===== src/rtl/cl_lsu.sv =====
// cl_lsu: MEM-stage load/store unit.
// Issues one data-memory access per memory instruction over a valid/ready
// request channel. It steers and masks store lanes, zero-extends byte loads,
// rejects misaligned word accesses and abandons accesses that get no response.
// The pipeline is stalled until the access reaches DONE.
//
// state | meaning
// IDLE  | waiting for a memory instruction; accept term drives stall_o
// REQ   | request presented, fields held until dmem_req_ready_i
// RESP  | waiting for dmem_resp_valid_i, timer counting
// DONE  | one result pulse is high, pipeline released
module cl_lsu #(
    parameter int TIMEOUT_CYCLES = 255
) (
    input  logic        clk,
    input  logic        reset,
    input  logic        valid_i,
    input  logic        is_mem_op_i,
    input  logic        is_load_op_i,
    input  logic        is_store_op_i,
    input  logic        is_byte_op_i,
    input  logic [31:0] addr_i,
    input  logic [31:0] store_data_i,
    output logic        stall_o,
    output logic        dmem_req_valid_o,
    input  logic        dmem_req_ready_i,
    output logic [31:0] dmem_addr_o,
    output logic        dmem_we_o,
    output logic [3:0]  dmem_wmask_o,
    output logic [31:0] dmem_wdata_o,
    input  logic        dmem_resp_valid_i,
    input  logic [31:0] dmem_resp_data_i,
    output logic        load_valid_o,
    output logic [31:0] load_data_o,
    output logic        store_done_o,
    output logic        misalign_o,
    output logic        timeout_o
);

    typedef enum logic [1:0] {
        S_IDLE = 2'd0,
        S_REQ  = 2'd1,
        S_RESP = 2'd2,
        S_DONE = 2'd3
    } state_t;

    localparam logic [7:0] TIMER_LAST = 8'(TIMEOUT_CYCLES - 1);

    state_t      state;
    state_t      state_nxt;
    logic [31:0] addr_q;
    logic [31:0] data_q;
    logic        byte_q;
    logic        we_q;
    logic [7:0]  timer_q;
    logic [31:0] load_data_q;
    logic        load_valid_q;
    logic        store_done_q;
    logic        misalign_q;
    logic        timeout_q;

    logic        accept;
    logic        misaligned;
    logic        resp_hit;
    logic        timer_last;
    logic [3:0]  wmask_steer;
    logic [31:0] wdata_steer;
    logic [7:0]  resp_byte;

    // Loads are identified as "mem-op without store flag", so the load flag is informational only.
    logic        unused_load_flag;
    assign unused_load_flag = is_load_op_i;

    assign accept     = valid_i && is_mem_op_i;
    assign misaligned = !is_byte_op_i && (addr_i[1:0] != 2'b00);
    assign resp_hit   = (state == S_RESP) && dmem_resp_valid_i;
    assign timer_last = (timer_q == TIMER_LAST);

    // State register
    always_ff @(posedge clk or posedge reset) begin
        if (reset) begin
            state <= S_IDLE;
        end else begin
            state <= state_nxt;
        end
    end

    // Next-state logic; a response beats a timeout in the same cycle
    always_comb begin
        state_nxt = state;
        case (state)
            S_IDLE: begin
                if (accept) begin
                    state_nxt = misaligned ? S_DONE : S_REQ;
                end
            end
            S_REQ: begin
                if (dmem_req_ready_i) begin
                    state_nxt = S_RESP;
                end
            end
            S_RESP: begin
                if (dmem_resp_valid_i || timer_last) begin
                    state_nxt = S_DONE;
                end
            end
            S_DONE:  state_nxt = S_IDLE;
            default: state_nxt = S_IDLE;
        endcase
    end

    // State-decoded outputs: stall while busy, plus the accept term in IDLE
    always_comb begin
        stall_o          = 1'b0;
        dmem_req_valid_o = 1'b0;
        case (state)
            S_IDLE: stall_o = accept;
            S_REQ: begin
                stall_o          = 1'b1;
                dmem_req_valid_o = 1'b1;
            end
            S_RESP:  stall_o = 1'b1;
            default: ;
        endcase
    end

    // Capture the instruction's operands at acceptance; they drive the request fields
    always_ff @(posedge clk or posedge reset) begin
        if (reset) begin
            addr_q <= '0;
            data_q <= '0;
            byte_q <= 1'b0;
            we_q   <= 1'b0;
        end else if (state == S_IDLE && accept) begin
            addr_q <= addr_i;
            data_q <= store_data_i;
            byte_q <= is_byte_op_i;
            we_q   <= is_store_op_i;
        end
    end

    // Response timer: cleared when the request is taken, counts idle RESP cycles
    always_ff @(posedge clk or posedge reset) begin
        if (reset) begin
            timer_q <= '0;
        end else if (state == S_REQ && dmem_req_ready_i) begin
            timer_q <= '0;
        end else if (state == S_RESP && !dmem_resp_valid_i) begin
            timer_q <= timer_q + 8'd1;
        end
    end

    // Write lane steering; byte stores replicate the byte so any lane sees it
    always_comb begin
        wmask_steer = 4'b0000;
        if (we_q) begin
            wmask_steer = byte_q ? (4'b0001 << addr_q[1:0]) : 4'b1111;
        end
        wdata_steer = byte_q ? {4{data_q[7:0]}} : data_q;
    end

    assign dmem_addr_o  = {addr_q[31:2], 2'b00};
    assign dmem_we_o    = (state == S_REQ) && we_q;
    assign dmem_wmask_o = (state == S_REQ) ? wmask_steer : 4'b0000;
    assign dmem_wdata_o = wdata_steer;

    // Byte lane selected by the low address bits for LBU
    always_comb begin
        resp_byte = dmem_resp_data_i[8*addr_q[1:0] +: 8];
    end

    // Load result register; only a response received in RESP for a read updates it
    always_ff @(posedge clk or posedge reset) begin
        if (reset) begin
            load_data_q <= '0;
        end else if (resp_hit && !we_q) begin
            load_data_q <= byte_q ? {24'b0, resp_byte} : dmem_resp_data_i;
        end
    end

    // Registered completion pulses, high for the single DONE cycle
    always_ff @(posedge clk or posedge reset) begin
        if (reset) begin
            load_valid_q <= 1'b0;
            store_done_q <= 1'b0;
            misalign_q   <= 1'b0;
            timeout_q    <= 1'b0;
        end else begin
            load_valid_q <= resp_hit && !we_q;
            store_done_q <= resp_hit && we_q;
            misalign_q   <= (state == S_IDLE) && accept && misaligned;
            timeout_q    <= (state == S_RESP) && !dmem_resp_valid_i && timer_last;
        end
    end

    assign load_valid_o = load_valid_q;
    assign load_data_o  = load_data_q;
    assign store_done_o = store_done_q;
    assign misalign_o   = misalign_q;
    assign timeout_o    = timeout_q;

endmodule


===== config.mk =====
export PLATFORM = sky130hd
export DESIGN_NAME = cl_lsu
export DESIGN_NICKNAME = d
export VERILOG_FILES = /design/src/rtl/cl_lsu.sv
export SDC_FILE = /design/constraint.sdc
export NUM_CORES = 1
export LEC_CHECK = 0
export ABC_AREA = 1
export ABC_CLOCK_PERIOD_IN_PS = 9530
export BUFFER_PORTS_ARGS = -buffer_cell sky130_fd_sc_hd__buf_2
export CAP_MARGIN = 20
export CORE_MARGIN = 2
export CORE_UTILIZATION = 50
export DETAILED_ROUTE_END_ITERATION = 8
export PLACE_DENSITY = 0.82
export SYNTH_ARGS = -nofsm -noshare
export SYNTH_HDL_FRONTEND = slang
export SYNTH_SLANG_ARGS = --single-unit

===== constraint.sdc =====
create_clock -name clk -period 9.53 [get_ports clk]
set_input_delay 0.953 -clock clk [delete_from_list [all_inputs] [get_ports clk]]
set_output_delay 0.953 -clock clk [all_outputs]
set_load 0.05 [all_outputs]

# == Word level (Yosys, flattened, before mapping) ==
# Index checks and enable logic that the tools add are counted.
# totals
register_bits,112
out_inout_bits,107
word_cells,55
# op_classes
n_addsub,1
eq_ne,7
shifts,2
n_mux,14
reduce_logical,20
# op_table
operator,count
$mux 32,2
$shiftx 32x6->8,1
$mux 8,2
$mux 4,3
$logic_and 1x1->1,11
$add 8x1->8 const B,1
$eq 8x8->1 const B,1
$mux 2,4
$pmux 2 s4,1
$ne 2x2->1 const B,3
$eq 2x2->1 const B,2
$reduce_bool 2->1,2
$shl 1x2->4 const A,1
$logic_not 1->1,3
$reduce_and 3->1,1
$eq 2x1->1 const B,1
$logic_not 2->1,1
$pmux 1 s2,1
$reduce_or 2->1,1
$logic_or 1x1->1,1
$mux 1,1

# == Longest topological paths before layout ==
# logic_depth
depth_word,5
ltp_mapped,9
depth_no_buf,9

# == Worst setup path before layout ==
# Ideal clock, no wire load.
# synth_path
path_kind,input-to-output
start,input port valid_i
end,output port stall_o
arrival_ns,2.174
required_ns,8.577
slack_ns,6.403
cell_stages,4
n_path_buf,2
path_cell_list,nand3_4 > buf_6 > buf_2 > a21oi_1
# synth_via
elab_chain_cells,2
# synth_lines
element,line,rtl
from (decl),17,"input logic valid_i,"
$logic_and 1x1->1,74,assign accept = valid_i && is_mem_op_i;
$pmux 1 s2,116,case (state)
to (decl),24,"output logic stall_o,"
# Every way passes these cells.

# == Worst setup path after layout ==
# layout_path
start,register addr_q[0]
end,output port dmem_wmask_o[0]
# layout_via
elab_chain_cells,4
# layout_lines
element,line,rtl
from (decl),51,logic [31:0] addr_q;
from (signal assigned),135,addr_q <= addr_i;
$shl 1x2->4,157,wmask_steer = byte_q ? (4'b0001 << addr_q[1:0]) : 4'b1111;
$mux 4,157,
$mux 4,156,if (we_q) begin
$mux 4,164,assign dmem_wmask_o = (state == S_REQ) ? wmask_steer : 4'b0000;
to (decl),29,"output logic [3:0] dmem_wmask_o,"
# Every way passes these cells.

==> results.yml <==
logic_synthesis:
  synthTopCellsByArea: "dfrtp_1 (53%), mux2_2 (10%), nand2_1 (9.9%)"
  synth_commonest_cells: "nand2_1 (139), dfrtp_1 (112), mux2_2 (48), buf_4 (43), o21ai_0 (41)"
  yosysMostFrequentCell: "nand2_1"
  avgSynthCellArea_sq_um: 9.51
  ys_seq_elements: 112
  synth_top_area_frac: 0.532
  seq_area_frac_synth: 0.532
  ys_types: 24
  synth_area_sq_um: 5270
  yosysTopAreaCell: "dfrtp_1"
  synth_cells: 554
  synth_top_flop_cell: "dfrtp_1"
  yosysWarningCount: 0
  ys_async_sr_fraction: 1.00
  synth_edf_count: 0
critical_path:
  required_ps: 8580
  critical_path.top_delay_family: "compound AO/OA/AOI/OAI gates"
  worst-setup-path-type: "reg2out"
  path_buf_inv: 2
  worstRegToRegCells: 5
  cpPeakStageDelay_ps: 630
  worst-path-max-fanout: 13
  arrival_ps: 1980
  path_depth: 4
  start_kind: "register"
  endpoint_kind: "output port"
  worstPathCellList: "o21ai_1 -> inv_1 -> nor2_1 -> buf_2"
  slowest_stage: "o21ai_1"
placed_design:
  dpl.cell_count: 841
  gp_congestion: 0.877
  io_buffers: 208
  place.detailed.hpwl_um: 9430
hold_path:
  hold_depth: 2
  hp-class: "reg2reg"
clocking:
  htree_levels: 3
  post_cts_buffers: 0
  cts-resized-gates: 0
  cts_hold_buf: 0
  cts_tree: "yes"
  cts-root-buf: "clkbuf_8"
  clk_latency_ps: 380
  cts_buffers: 9
  cts.reportedPaths.clkPinSlew_ps: 90
  clkSinkCount: 112
  clockBufferDepth: 2
sta:
  setup_tns_ps: 0
  fmax_ghz: 0.341
  finalCriticalPeriod_ps: 2930
  fin_skew_ps: 14.2
  slew_violations: 0
  rsz0062_at_grt: "no"
  hold_viol_final: 0
  timing.hold.ws_ps: 489
  setup_viol: 0
  period_share: 0.308
  relSlewSlack: 0.379
  max_slew.worst_pin.slew_ps: 932
run:
  max_cap_violations: 0
global_routing:
  grt_pass1_wl_um: 19900
  gr-total-overflow: 0
  grt_max_degree: 82
  grt_use_total: 0.222
  antenna_found_initial: 0
  grt_pass1_vias: 4311
layout:
  diodes: 0
  syn2layout_area_growth_pct: 20.1
  final_util: 0.615
  drive_gt1_frac: 0.390
  stdcell_count: 857
  nets: 828
routing:
  first_iter_violations: 235
  vias_per_cell: 5.07
  drc: 0
  first_pass_iters: 4
  finalWirelength_um: 12600
  vias: 4344
  detail-route-antenna-nets: 0
  avgRoutedWirePerCell_um: 14.7
run_status:
  outcome: "completed"
floorplanning:
  design.die.area_sq_um: 11400
  coreArea_sq_um: 10300
  die_w_um: 107
  die_height_um: 107
  rows: 37
  io_pins: 212
  start_util: 0.513
[sequential cells by signal, indices dropped and copies added (netlist names)]
name,flops
store_done_o,1
timer_q,8
load_data_o,32
we_q,1
timeout_o,1
load_valid_o,1
addr_q,32
data_q,32
byte_q,1
state,2
misalign_o,1
[area by class of cell]
cell class,instances,area (sq um)
Sequential cell,112,2800
Tap cell,136,170
Inverter,35,134
Multi-Input combinational cell,345,1910
Fill cell,889,3950
Timing Repair Buffer,213,1080
Clock buffer,10,138
Clock inverter,6,90.1
[metal layers]
metal  track usage  vias up  share of wire
met1         0.269     2070           0.40
met4        0.0844        0          0.022
met3        0.0395       23          0.068
met5             0        -              0
met2         0.393      186           0.51
li1              -     2065              -
[stage by stage]
stage	worst slack [ps]	area (sq um)
floorplan	5620	5270
global placement	7050	6100
detailed placement	7010	6100
CTS	6600	6320
global route	6460	6320
finish	6600	6320
[final timing paths]
| path | endpoint | startpoint | slack (ps) |
|---|---|---|---|
| setup / recovery | dmem_wmask_o[0] | addr_q[0] | 6600 |
| hold / removal | load_data_o[30] | load_data_o[30] | 490 |
| setup reg to reg | addr_q[25] | state[0] | 7380 |
| hold reg to reg | load_data_o[30] | load_data_o[30] | 490 |
| max in group asynchronous | addr_q[25] | reset | 7660 |
| min in group asynchronous | addr_q[23] | reset | 660 |
[cell families (layout without fill, tap and decap cells)]
kind of cell,count (synthesis),after routing,share of synthesized area
and+or+nand+nor,205,205,0.157
DFF,112,112,0.532
buffers and inverters,98,264,0.107
AOI/OAI and AO/OA,78,78,0.0746
muxes,52,52,0.111
adders and majority gates,7,7,0.0166
other,1,2,0.000712
xor gates and xnor gates,1,1,0.00166
[worst register-to-register path, delay by kind of cell (launching register included)]
family        cells  cell delay (ps)
buf+inv           2              800
mux               1              500
flops             1              410
fa+ha+maj         1              260
simple gates      1               80
[layout by cell type (no fill, tap or decap), types with 2 or more instances in the layout]
master / synthesis / layout
buf_2: 8 / 208
nand2_1: 139 / 139
dfrtp_1: 112 / 112
mux2_2: 48 / 48
o21ai_0: 41 / 41
nor2_1: 38 / 38
a21oi_1: 35 / 35
inv_1: 34 / 33
nand3_1: 23 / 22
clkbuf_8: 0 / 10
ha_1: 7 / 7
buf_4: 43 / 5
mux2_1: 4 / 4
conb_1: 1 / 2
bufinv_16: 0 / 2
Power is left out: the tool's default activity adds up to more than one toggle a clock period on the data nets, which glitch-free logic cannot reach.
